$ cat config.mk
export PLATFORM = sky130hd
export DESIGN_NAME = multicycle_controller
export DESIGN_NICKNAME = d
export VERILOG_FILES = /design/src/rtl/multicycle_controller.sv
export SDC_FILE = /design/constraint.sdc
export NUM_CORES = 1
export LEC_CHECK = 0
export ABC_CLOCK_PERIOD_IN_PS = 3700
export BUFFER_PORTS_ARGS = -buffer_cell sky130_fd_sc_hd__buf_2
export CORE_MARGIN = 2
export CORE_UTILIZATION = 40
export DETAILED_ROUTE_END_ITERATION = 12
export PLACE_DENSITY = 0.72
export SLEW_MARGIN = 20
export SYNTH_ARGS = -nofsm -noshare
export SYNTH_HDL_FRONTEND = slang
export SYNTH_SLANG_ARGS = --single-unit
$ cat constraint.sdc
create_clock -name clk -period 3.7 [get_ports clk]
set_input_delay 0.185 -clock clk [delete_from_list [all_inputs] [get_ports clk]]
set_output_delay 0.185 -clock clk [all_outputs]
set_load 0.01 [all_outputs]
$ cat src/rtl/multicycle_controller.sv
// multicycle_controller
// Multicycle fetch/decode/execute/memory/writeback sequencer. Owns the PC,
// the instruction latch, the registered ALU operands and the writeback mux.
// Memory traffic uses a req/ack handshake with a bounded wait; misaligned
// fetches and bus errors trap into sticky error states.
// Optional feature: define INSTRET_EN to add a 64-bit retired-instruction
// counter on output port instret.

module multicycle_controller #(
    parameter int              XLEN         = 32,
    parameter logic [XLEN-1:0] RESET_VECTOR = {XLEN{1'b0}},
    parameter int              MEM_TIMEOUT  = 15
) (
    input  logic            clk,
    input  logic            rst,
    output logic            mem_req,
    output logic            mem_we,
    output logic [1:0]      mem_size,
    output logic [XLEN-1:0] mem_addr,
    output logic [XLEN-1:0] mem_wdata,
    input  logic [XLEN-1:0] mem_rdata,
    input  logic            mem_ack,
    input  logic            mem_err,
    output logic [XLEN-1:0] instr,
    input  logic            dec_error,
    input  logic            dec_load,
    input  logic [2:0]      dec_load_size,
    input  logic [1:0]      dec_store_size,
    input  logic            dec_reg_write,
    input  logic            dec_jump,
    input  logic            dec_jal,
    input  logic            dec_branch,
    input  logic            branch_taken,
    input  logic            rs1_use_pc,
    input  logic            rs2_use_imm,
    input  logic [XLEN-1:0] immediate,
    input  logic [XLEN-1:0] rv1,
    input  logic [XLEN-1:0] rv2,
    output logic [XLEN-1:0] alu_a,
    output logic [XLEN-1:0] alu_b,
    input  logic [XLEN-1:0] alu_out,
    output logic            rf_we,
    output logic [XLEN-1:0] rf_wdata,
    output logic [XLEN-1:0] pc,
    output logic [3:0]      state,
    output logic            halted
`ifdef INSTRET_EN
    ,
    output logic [63:0]     instret
`endif
);

    localparam logic [3:0] S_START        = 4'h0;
    localparam logic [3:0] S_FETCH        = 4'h1;
    localparam logic [3:0] S_WAIT_FETCH   = 4'h2;
    localparam logic [3:0] S_DECODE       = 4'h3;
    localparam logic [3:0] S_EXECUTE      = 4'h4;
    localparam logic [3:0] S_MEM_ACCESS   = 4'h5;
    localparam logic [3:0] S_WAIT_MEM     = 4'h6;
    localparam logic [3:0] S_WRITEBACK    = 4'h7;
    localparam logic [3:0] S_MEM_ERROR    = 4'hD;
    localparam logic [3:0] S_DECODE_ERROR = 4'hE;
    localparam logic [3:0] S_FSM_ERROR    = 4'hF;

    localparam logic [7:0]      TMO_LAST  = 8'(MEM_TIMEOUT - 1);
    localparam logic [XLEN-1:0] PC_STEP   = XLEN'(32'd4);
    localparam logic [XLEN-1:0] LSB_CLEAR = {{(XLEN-1){1'b1}}, 1'b0};

    // Memory size code for a load, selected by its funct3.
    function automatic logic [1:0] load_mem_size(input logic [2:0] funct3);
        logic [1:0] size;
        case (funct3)
            3'b000, 3'b100: size = 2'b01;
            3'b001, 3'b101: size = 2'b10;
            default:        size = 2'b11;
        endcase
        return size;
    endfunction

    // Sign/zero extension of right-justified load data by funct3.
    function automatic logic [XLEN-1:0] load_extend(input logic [2:0]      funct3,
                                                    input logic [XLEN-1:0] data);
        logic [XLEN-1:0] ext;
        case (funct3)
            3'b000:  ext = {{(XLEN-8){data[7]}}, data[7:0]};
            3'b001:  ext = {{(XLEN-16){data[15]}}, data[15:0]};
            3'b100:  ext = {{(XLEN-8){1'b0}}, data[7:0]};
            3'b101:  ext = {{(XLEN-16){1'b0}}, data[15:0]};
            default: ext = data;
        endcase
        return ext;
    endfunction

    logic [3:0]      state_r,     state_s;
    logic            halted_r,    halted_s;
    logic [XLEN-1:0] pc_r,        pc_s;
    logic [XLEN-1:0] instr_r,     instr_s;
    logic [XLEN-1:0] alu_a_r,     alu_a_s;
    logic [XLEN-1:0] alu_b_r,     alu_b_s;
    logic            mem_req_r,   mem_req_s;
    logic            mem_we_r,    mem_we_s;
    logic [1:0]      mem_size_r,  mem_size_s;
    logic [XLEN-1:0] mem_addr_r,  mem_addr_s;
    logic [XLEN-1:0] mem_wdata_r, mem_wdata_s;
    logic [XLEN-1:0] load_data_r, load_data_s;
    logic [7:0]      tmo_cnt_r,   tmo_cnt_s;
    logic            rf_we_r,     rf_we_s;
    logic [XLEN-1:0] rf_wdata_r,  rf_wdata_s;

    logic            mem_access_s;
    logic            tmo_hit_s;
    logic [XLEN-1:0] pc_plus4_s;
    logic [XLEN-1:0] jalr_sum_s;

    assign mem_access_s = dec_load | (dec_store_size != 2'b00);
    assign tmo_hit_s    = (tmo_cnt_r == TMO_LAST);
    assign pc_plus4_s   = pc_r + PC_STEP;
    assign jalr_sum_s   = rv1 + immediate;

    // State register, plus the halted flag derived from the next state.
    always_ff @(posedge clk or negedge rst) begin
        if (!rst) begin
            state_r  <= S_START;
            halted_r <= 1'b0;
        end else begin
            state_r  <= state_s;
            halted_r <= halted_s;
        end
    end

    // Next-state logic; wait states leave on ack, bus error or timeout.
    always_comb begin
        state_s = state_r;
        case (state_r)
            S_START: state_s = S_FETCH;
            S_FETCH: begin
                if (pc_r[1:0] != 2'b00) begin
                    state_s = S_MEM_ERROR;
                end else begin
                    state_s = S_WAIT_FETCH;
                end
            end
            S_WAIT_FETCH: begin
                if (mem_ack) begin
                    if (mem_err) begin
                        state_s = S_MEM_ERROR;
                    end else begin
                        state_s = S_DECODE;
                    end
                end else if (tmo_hit_s) begin
                    state_s = S_MEM_ERROR;
                end else begin
                    state_s = S_WAIT_FETCH;
                end
            end
            S_DECODE: state_s = S_EXECUTE;
            S_EXECUTE: begin
                if (dec_error) begin
                    state_s = S_DECODE_ERROR;
                end else begin
                    state_s = S_MEM_ACCESS;
                end
            end
            S_MEM_ACCESS: begin
                if (mem_access_s) begin
                    state_s = S_WAIT_MEM;
                end else begin
                    state_s = S_WRITEBACK;
                end
            end
            S_WAIT_MEM: begin
                if (mem_ack) begin
                    if (mem_err) begin
                        state_s = S_MEM_ERROR;
                    end else begin
                        state_s = S_WRITEBACK;
                    end
                end else if (tmo_hit_s) begin
                    state_s = S_MEM_ERROR;
                end else begin
                    state_s = S_WAIT_MEM;
                end
            end
            S_WRITEBACK:    state_s = S_FETCH;
            S_MEM_ERROR:    state_s = S_MEM_ERROR;
            S_DECODE_ERROR: state_s = S_DECODE_ERROR;
            S_FSM_ERROR:    state_s = S_FSM_ERROR;
            default:        state_s = S_FSM_ERROR;
        endcase
    end

    // Next values of the bus, datapath and writeback registers per state.
    always_comb begin
        pc_s        = pc_r;
        instr_s     = instr_r;
        alu_a_s     = alu_a_r;
        alu_b_s     = alu_b_r;
        mem_req_s   = mem_req_r;
        mem_we_s    = mem_we_r;
        mem_size_s  = mem_size_r;
        mem_addr_s  = mem_addr_r;
        mem_wdata_s = mem_wdata_r;
        load_data_s = load_data_r;
        tmo_cnt_s   = tmo_cnt_r;
        rf_we_s     = 1'b0;
        rf_wdata_s  = rf_wdata_r;
        case (state_r)
            S_FETCH: begin
                if (pc_r[1:0] == 2'b00) begin
                    mem_req_s  = 1'b1;
                    mem_addr_s = pc_r;
                    mem_we_s   = 1'b0;
                    mem_size_s = 2'b11;
                    tmo_cnt_s  = 8'd0;
                end else begin
                    mem_req_s  = 1'b0;
                end
            end
            S_WAIT_FETCH: begin
                if (mem_ack) begin
                    mem_req_s = 1'b0;
                    if (!mem_err) begin
                        instr_s = mem_rdata;
                    end else begin
                        instr_s = instr_r;
                    end
                end else if (tmo_hit_s) begin
                    mem_req_s = 1'b0;
                end else begin
                    tmo_cnt_s = tmo_cnt_r + 8'd1;
                end
            end
            S_EXECUTE: begin
                if (rs1_use_pc) begin
                    alu_a_s = pc_r;
                end else begin
                    alu_a_s = rv1;
                end
                if (rs2_use_imm) begin
                    alu_b_s = immediate;
                end else begin
                    alu_b_s = rv2;
                end
            end
            S_MEM_ACCESS: begin
                if (mem_access_s) begin
                    mem_req_s   = 1'b1;
                    mem_addr_s  = alu_out;
                    mem_wdata_s = rv2;
                    mem_we_s    = (dec_store_size != 2'b00);
                    tmo_cnt_s   = 8'd0;
                    if (dec_store_size != 2'b00) begin
                        mem_size_s = dec_store_size;
                    end else begin
                        mem_size_s = load_mem_size(dec_load_size);
                    end
                end else begin
                    mem_req_s = 1'b0;
                end
            end
            S_WAIT_MEM: begin
                if (mem_ack) begin
                    mem_req_s = 1'b0;
                    if (!mem_err) begin
                        load_data_s = load_extend(dec_load_size, mem_rdata);
                    end else begin
                        load_data_s = load_data_r;
                    end
                end else if (tmo_hit_s) begin
                    mem_req_s = 1'b0;
                end else begin
                    tmo_cnt_s = tmo_cnt_r + 8'd1;
                end
            end
            S_WRITEBACK: begin
                rf_we_s = dec_reg_write;
                if (dec_jump) begin
                    rf_wdata_s = pc_plus4_s;
                end else if (dec_load) begin
                    rf_wdata_s = load_data_r;
                end else begin
                    rf_wdata_s = alu_out;
                end
                if (dec_jump && dec_jal) begin
                    pc_s = pc_r + immediate;
                end else if (dec_jump) begin
                    pc_s = jalr_sum_s & LSB_CLEAR;
                end else if (dec_branch && branch_taken) begin
                    pc_s = pc_r + immediate;
                end else begin
                    pc_s = pc_plus4_s;
                end
            end
            default: begin
                mem_req_s = 1'b0;
            end
        endcase
        halted_s = (state_s == S_MEM_ERROR) || (state_s == S_DECODE_ERROR) ||
                   (state_s == S_FSM_ERROR);
    end

    // Datapath and bus registers; reset drops any outstanding request at once.
    always_ff @(posedge clk or negedge rst) begin
        if (!rst) begin
            pc_r        <= RESET_VECTOR;
            instr_r     <= {XLEN{1'b0}};
            alu_a_r     <= {XLEN{1'b0}};
            alu_b_r     <= {XLEN{1'b0}};
            mem_req_r   <= 1'b0;
            mem_we_r    <= 1'b0;
            mem_size_r  <= 2'b00;
            mem_addr_r  <= {XLEN{1'b0}};
            mem_wdata_r <= {XLEN{1'b0}};
            load_data_r <= {XLEN{1'b0}};
            tmo_cnt_r   <= 8'd0;
            rf_we_r     <= 1'b0;
            rf_wdata_r  <= {XLEN{1'b0}};
        end else begin
            pc_r        <= pc_s;
            instr_r     <= instr_s;
            alu_a_r     <= alu_a_s;
            alu_b_r     <= alu_b_s;
            mem_req_r   <= mem_req_s;
            mem_we_r    <= mem_we_s;
            mem_size_r  <= mem_size_s;
            mem_addr_r  <= mem_addr_s;
            mem_wdata_r <= mem_wdata_s;
            load_data_r <= load_data_s;
            tmo_cnt_r   <= tmo_cnt_s;
            rf_we_r     <= rf_we_s;
            rf_wdata_r  <= rf_wdata_s;
        end
    end

`ifdef INSTRET_EN
    logic [63:0] instret_r;

    // Retired-instruction count: one per WRITEBACK cycle, wraps naturally.
    always_ff @(posedge clk or negedge rst) begin
        if (!rst) begin
            instret_r <= 64'd0;
        end else if (state_r == S_WRITEBACK) begin
            instret_r <= instret_r + 64'd1;
        end else begin
            instret_r <= instret_r;
        end
    end

    assign instret = instret_r;
`endif

    assign state     = state_r;
    assign halted    = halted_r;
    assign pc        = pc_r;
    assign instr     = instr_r;
    assign alu_a     = alu_a_r;
    assign alu_b     = alu_b_r;
    assign mem_req   = mem_req_r;
    assign mem_we    = mem_we_r;
    assign mem_size  = mem_size_r;
    assign mem_addr  = mem_addr_r;
    assign mem_wdata = mem_wdata_r;
    assign rf_we     = rf_we_r;
    assign rf_wdata  = rf_wdata_r;

endmodule

==> flow_metrics.tcl, run 1 <==
set metrics [dict create \
    status "finished, violations left" \
    failed_checks "hold timing" \
    timing.rr.end "pc[27]" \
    synth_async_sr_flop_share_pct 100 \
    worstSkewPairLatency_ns 0.59 \
    layout-area-overhead-vs-synth_pct 33.0 \
    via_count 15637 \
    timing.hold.worst_path_depth 3 \
    core_sq_mm 0.0398 \
    cp_cell_sequence "ha_1 -> a211oi_1 -> nor2_1 -> o31a_2 -> a211o_1 -> a31oi_2 -> o21bai_1 -> a211oi_1 -> o21ai_0 -> o2111ai_1 -> o21ai_1" \
    reg2reg_from "pc[2]" \
    timing.setup.tns_ns 0 \
    depth_of_the_most_critical_reg_to_reg_path 11 \
    global_route.usage.total_pct 27.7 \
    grt_antenna_before_repair 0 \
    crit_type "reg -> reg" \
    timing.hold.ws_ns -0.00326 \
    firstDrtPassIters 7 \
    detail_route.drc_violations 0 \
    timing.critical_path.mode_cell "sky130_fd_sc_hd__a211oi_1" \
    worst_supply_voltage_drop_on_vdd_mv 0.426 \
    whs_endpoint "alu_b[12]" \
    place.gp.congestion 0.910 \
    critical_path_required_ns 4.16 \
    synth_cell_type_count 74 \
    placement_rows 73 \
    setup_violations 0 \
    floorplan.io_pins 412 \
    floorplan.initialDensity_pct 40.6 \
    arrival_time_at_the_worst_endpoint_ns 3.66 \
    clockRootBuffer "sky130_fd_sc_hd__clkbuf_16" \
    clock_tree.htree_level_count 1 \
    grt_start_max_net_pins 97 \
    syn-num-nets 1978 \
    hold_class "in -> reg" \
    synth.ff_latch_count 274 \
    viasPerCell 5.52 \
    hpwlAfterDp_microns 43400 \
    core_util_final_pct 54.0 \
    cts-resized-gates 0 \
    ant_nets 0 \
    total_leakage_power_nw 10.0 \
    ctsHoldBuffers 160 \
    worst_slew_margin_rel_pct 26.1 \
    cts_max_path_buffers 3 \
    synthesis.instances 1734 \
    busiest_layer "met2" \
    inserted_clock_buffers 31 \
    grt_use_met1_pct 33.2 \
    vias_in_the_first_global_route 15821 \
    final_nets 2524 \
    worstSetupEndpointType "flip-flop" \
    met2_usage_pct 48.6 \
    synth-warning-count 0 \
    syn_area_sq_mm 0.0162 \
    fp.dieArea_sq_mm 0.0420 \
    drv.max_cap_violation_count 0 \
    post_drt_wl_per_cell_microns 21.0 \
    hp-start "immediate[12]" \
    postSynthAreaPerCell_sq_um 9.32 \
    synth_enable_flop_cells 0 \
    r2r_slack_ns 0.50 \
    slew_viol_final 0 \
    postCtsSetupRepairBufs 0 \
    crit_slowest_cell "sky130_fd_sc_hd__dfrtp_1" \
    critical_path.startpoint_type "flip-flop" \
    finClkSkew_ns 0.0145 \
    numPortBuffers 411 \
    pwr_cell_area_mw_per_mm2 762 \
    grt_setup_unrepaired "false" \
    grtUsageMet3_pct 3.44 \
    grt.overflow.total 0 \
    total_design_power_w 0.0164 \
    post-route-min-period_ns 3.20 \
    first_pass_grt_wire_length_microns 90000 \
    yosysSeqAreaShare_pct 42.4 \
    worst-path-max-fanout 9 \
    achievable-frequency_ghz 0.312 \
    worst_pin_slew_ns 1.11 \
    critical-path-max-stage-delay_ns 0.51 \
    most_used_dff_post_synth "sky130_fd_sc_hd__dfrtp_1" \
    cts.sinks 274 \
    tritoncts "built" \
    final_min_period_over_clock_period_pct 86.6 \
    die-height_microns 205 \
    post_route_cells_drive_above_1_share_pct 26.5 \
    number_of_hold_violations_in_the_final_report 1 \
    die_w_microns 205 \
    drt-total-wl_microns 59400 \
    first_iter_violations 1105 \
    clk_pin_slew_worst_paths_ns 0.06 \
]
sequential cells by signal (all words and copies together), names as in the netlist, 2 cells and up:
name         count
rf_wdata        32
mem_size         2
pc              32
mem_wdata       32
instr           32
alu_b           32
state            4
alu_a           32
load_data_r     32
mem_addr        32
tmo_cnt_r        8
per-stage QoR:
stage / cells / cell area (sq um) / worst slack, ns / hold slack (ns)
final: 2831 / 21500 / 0.495 / -0.00326
after global routing: 2830 / 21500 / 0.273 / 0.0165
after CTS: 2830 / 21500 / 0.564 / 0.000289
after detailed placement: 2612 / 18900 / 0.551 / 0.287
after global placement: 2612 / 18900 / 0.568 / 0.277
after floorplan: 1734 / 16200 / 0.873 / -0.111
critical path: cells and delay by family (launching register included):
kind            cells  cell delay [ns]
flops               1             0.51
compound gates      9             2.11
fa+ha+maj           1             0.32
simple gates        1             0.14
where the power goes:
part | total [W] | switching [W] | internal (W)
registers | 0.00534 | 0.000990 | 0.00435
clock network | 0.00308 | 0.00130 | 0.00178
logic | 0.00796 | 0.00460 | 0.00336
total | 0.0164 | 0.00690 | 0.00949
cell type report:
| class | count | area (sq um) |
|---|---|---|
| fill | 3644 | 18300 |
| clock buffer | 47 | 876 |
| tap | 525 | 657 |
| timing repair buffer | 619 | 4090 |
| clock inverter | 11 | 131 |
| multi-input combinational | 1332 | 8800 |
| sequential | 274 | 6860 |
| antenna | 1 | 2.50 |
| inverter | 22 | 82.6 |
worst max-delay path by stage:
stage                       startpoint  cells past startpoint     end  slack [ns]
after floorplan                  pc[0]                     12  pc[26]        0.87
after global placement    immediate[0]                     13  pc[30]        0.57
after detailed placement  immediate[0]                     13  pc[30]        0.55
after CTS                        pc[2]                     11  pc[27]        0.56
after global routing             pc[2]                     11  pc[23]        0.27
final                            pc[2]                     11  pc[27]        0.50
cell usage in the layout, fill, tap and decap left out, types with 38 or more instances in the layout:
master                          instances
sky130_fd_sc_hd__buf_2                410
sky130_fd_sc_hd__dfrtp_1              274
sky130_fd_sc_hd__nand3_1               38
sky130_fd_sc_hd__ha_1                  64
sky130_fd_sc_hd__nor2_1               220
sky130_fd_sc_hd__nand2_1              138
sky130_fd_sc_hd__a21oi_1              232
sky130_fd_sc_hd__mux2_2                80
sky130_fd_sc_hd__mux2i_1              124
sky130_fd_sc_hd__dlygate4sd3_1        160
sky130_fd_sc_hd__xnor2_1               57
sky130_fd_sc_hd__o21ai_0               90
sky130_fd_sc_hd__buf_4                 43
cell families after synthesis:
group	synth area share, %
and+or+nand+nor	13.2
DFF	42.4
muxes	13.3
xor gates and xnor gates	4.77
AOI/OAI and AO/OA	17.7
adders and majority gates	5.20
buffers and inverters	3.39
routing by layer:
metal	part of all wire, %	routed length (microns)	vias up
met5	0	0	-
met4	5.2	3110	0
met3	5.3	3140	189
met2	50	29800	602
met1	39	23400	7541
li1	-	-	7305
cell usage after synthesis (all sizes together), types with 16 or more instances:
cell	count	share of area (%)
mux2i	124	7.7
a21o	27	1.3
nand3	39	1.2
a211oi	16	0.74
dfrtp	274	42
nor2	223	5.2
inv	22	0.51
nand2	139	3.2
nand4	16	0.66
xor2	31	1.7
mux2	80	5.6
clkbuf	82	2.2
buf	23	0.67
xnor2	57	3.1
o21ai	102	3.2
a21oi	235	7.3
ha	64	5.0
No activity file was read; power rests on OpenSTA's default activity.
==> inputs of run 2 (changes only) <==
--- a/config.mk
+++ b/config.mk
@@ -8,9 +8,9 @@
 export ABC_CLOCK_PERIOD_IN_PS = 3700
 export BUFFER_PORTS_ARGS = -buffer_cell sky130_fd_sc_hd__buf_2
 export CORE_MARGIN = 2
-export CORE_UTILIZATION = 40
+export CORE_UTILIZATION = 45
 export DETAILED_ROUTE_END_ITERATION = 12
-export PLACE_DENSITY = 0.72
+export PLACE_DENSITY = 0.78
 export SLEW_MARGIN = 20
 export SYNTH_ARGS = -nofsm -noshare
 export SYNTH_HDL_FRONTEND = slang
==> flow_metrics.tcl, run 2 (synthesized netlist as in run 1, its figures left out) <==
set metrics [dict create \
    status "finished clean" \
    reg2reg_from "pc[0]" \
    grt_setup_unrepaired "false" \
    timing.setup.tns_ns 0 \
    crit_slowest_cell "sky130_fd_sc_hd__a211oi_1" \
    global_route.usage.total_pct 29.4 \
    post_drt_wl_per_cell_microns 20.6 \
    clock_tree.htree_level_count 2 \
    die_w_microns 193 \
    layout_setup_ws_ns 0.492 \
    die-height_microns 193 \
    tritoncts "built" \
    worstSetupEndpointType "flip-flop" \
    worst_supply_voltage_drop_on_vdd_mv 0.508 \
    worst-path-max-fanout 4 \
    grt_antenna_before_repair 2 \
    viasPerCell 5.68 \
    hold_class "in -> reg" \
    clk_pin_slew_worst_paths_ns 0.06 \
    numPortBuffers 411 \
    hpwlAfterDp_microns 40800 \
    first_iter_violations 969 \
    clockRootBuffer "sky130_fd_sc_hd__clkbuf_16" \
    finClkSkew_ns 0.0266 \
    post_route_cells_drive_above_1_share_pct 27.2 \
    setup_violations 0 \
    most-common-layout-cells "410 x sky130_fd_sc_hd__buf_2, 274 x sky130_fd_sc_hd__dfrtp_1, 232 x sky130_fd_sc_hd__a21oi_1, 221 x sky130_fd_sc_hd__nor2_1, 138 x sky130_fd_sc_hd__nand2_1" \
    number_of_hold_violations_in_the_final_report 0 \
    layout-area-overhead-vs-synth_pct 30.2 \
    drt-total-wl_microns 55900 \
    critical-path-max-stage-delay_ns 0.45 \
    inserted_clock_buffers 34 \
    fill_cells 3028 \
    cp-startpoint "pc[0]" \
    final_nets 2474 \
    area_used_by_multi_input_combinational_logic_sq_mm 0.00879 \
    arrival_time_at_the_worst_endpoint_ns 3.64 \
    achievable-frequency_ghz 0.312 \
    firstDrtPassIters 5 \
    first_pass_grt_wire_length_microns 87600 \
    fp.dieArea_sq_mm 0.0374 \
    worst_pin_slew_ns 1.08 \
    critical_path_buf_inv_count 1 \
    place.gp.congestion 0.924 \
    via_count 15455 \
    drv.max_cap_violation_count 0 \
    mostFrequentLayoutCell "sky130_fd_sc_hd__buf_2" \
    floorplan.initialDensity_pct 45.5 \
    cp_cell_sequence "ha_1 -> inv_1 -> fa_1 -> nand2b_1 -> a21o_1 -> a211oi_1 -> o2111ai_1 -> a211oi_1 -> nor3_1 -> xnor2_1 -> o21ai_0 -> o21ai_1 -> o31ai_1" \
    worst_path_dominant_cell_family "compound AO/OA/AOI/OAI gates" \
    worst_slew_margin_rel_pct 28.1 \
    ant_nets 0 \
    critical_path.startpoint_type "flip-flop" \
    detail_route.drc_violations 0 \
    total_design_power_w 0.0166 \
    ff_latch_area_sq_mm 0.00686 \
    grt.overflow.total 0 \
    core_util_final_pct 59.3 \
    cts.sinks 274 \
    cts_max_path_buffers 3 \
    layout.cell_area.non_filler_sq_mm 0.0210 \
    final_min_period_over_clock_period_pct 86.7 \
    crit_type "reg -> reg" \
    critical_path_required_ns 4.13 \
    grt_start_max_net_pins 129 \
    floorplan.io_pins 412 \
    vias_in_the_first_global_route 15722 \
    placement_rows 69 \
    timing.critical_path.mode_cell "sky130_fd_sc_hd__a211oi_1" \
    preCtsSetupSlack_ns 0.600 \
    timing.critical_path.to "pc[30]" \
    postCtsSetupRepairBufs 0 \
    total_leakage_power_nw 9.88 \
    slew_viol_final 0 \
    pwr_cell_area_mw_per_mm2 789 \
    depth_of_the_most_critical_reg_to_reg_path 13 \
    timing.rr.end "pc[30]" \
    core_sq_mm 0.0355 \
    post-route-min-period_ns 3.21 \
    dpl_cell_area_sq_mm 0.0188 \
    r2r_slack_ns 0.49 \
    worst-path-stages 13 \
    worstSkewPairLatency_ns 0.54 \
]
run 2: cell count changes in the layout (fill, tap and decap cells not counted), sizes merged:
cell / change
buf: -4
bufinv: +1
clkbuf: +1
clkinv: +3
clkinvlp: -1
diode: +1
dlygate4sd3: -49
run 2: repair_timing:
| action | CTS | global route |
|---|---|---|
| endpoints found under the hold margin | 249 | 0 |
| hold buffers | 111 | 0 |
| resized for setup | 0 | 0 |
run 2: metal layers:
layer	GRT usage, %	vias up	wire [microns]
met1	36.2	7494	22500
met3	4.60	168	3320
met2	50.4	607	27300
met4	14.4	0	2740
li1	-	7186	-
met5	0	-	0
run 2: how the worst min path moves through the flow:
stage          cells after the start     from         to  slack [ns]
6_report                           3  rv1[24]  alu_a[24]        0.01
5_1_grt                            3  rv1[10]  alu_a[10]        0.01
4_1_cts                            3   rv1[2]   alu_a[2]       0.001
3_5_place_dp                       1      rst  instr[27]        0.29
3_3_place_gp                       1      rst  instr[27]        0.27
2_1_floorplan                      0      rst   alu_a[0]       -0.11
run 2: per-stage QoR:
stage	std cells	hold WS, ns
floorplan	1734	-0.111
finish	2719	0.0118
global placement	2544	0.272
detailed placement	2544	0.289
CTS	2717	0.000983
global route	2718	0.0137
run 2: layout make-up:
| class | count | area share, % |
|---|---|---|
| Tap cell | 461 | 2.74 |
| Antenna cell | 2 | 0.0238 |
| Clock inverter | 14 | 0.839 |
| Multi-Input combinational cell | 1332 | 41.8 |
| Sequential cell | 274 | 32.6 |
| Inverter | 22 | 0.393 |
| Timing Repair Buffer | 566 | 16.9 |
| Clock buffer | 48 | 4.68 |
run 2: where the power goes:
part	switching [W]	internal, W
sequential	0.000959	0.00435
combinational	0.00454	0.00330
clock	0.00136	0.00209
run 2: worst reg2reg max path, cell delays in order (launching register included):
cell and delay (ns):
sky130_fd_sc_hd__dfrtp_1 0.35, sky130_fd_sc_hd__ha_1 0.20, sky130_fd_sc_hd__inv_1 0.07, sky130_fd_sc_hd__fa_1 0.40
sky130_fd_sc_hd__nand2b_1 0.21, sky130_fd_sc_hd__a21o_1 0.21, sky130_fd_sc_hd__a211oi_1 0.34, sky130_fd_sc_hd__o2111ai_1 0.28
sky130_fd_sc_hd__a211oi_1 0.45, sky130_fd_sc_hd__nor3_1 0.12, sky130_fd_sc_hd__xnor2_1 0.14, sky130_fd_sc_hd__o21ai_0 0.07
sky130_fd_sc_hd__o21ai_1 0.09, sky130_fd_sc_hd__o31ai_1 0.21
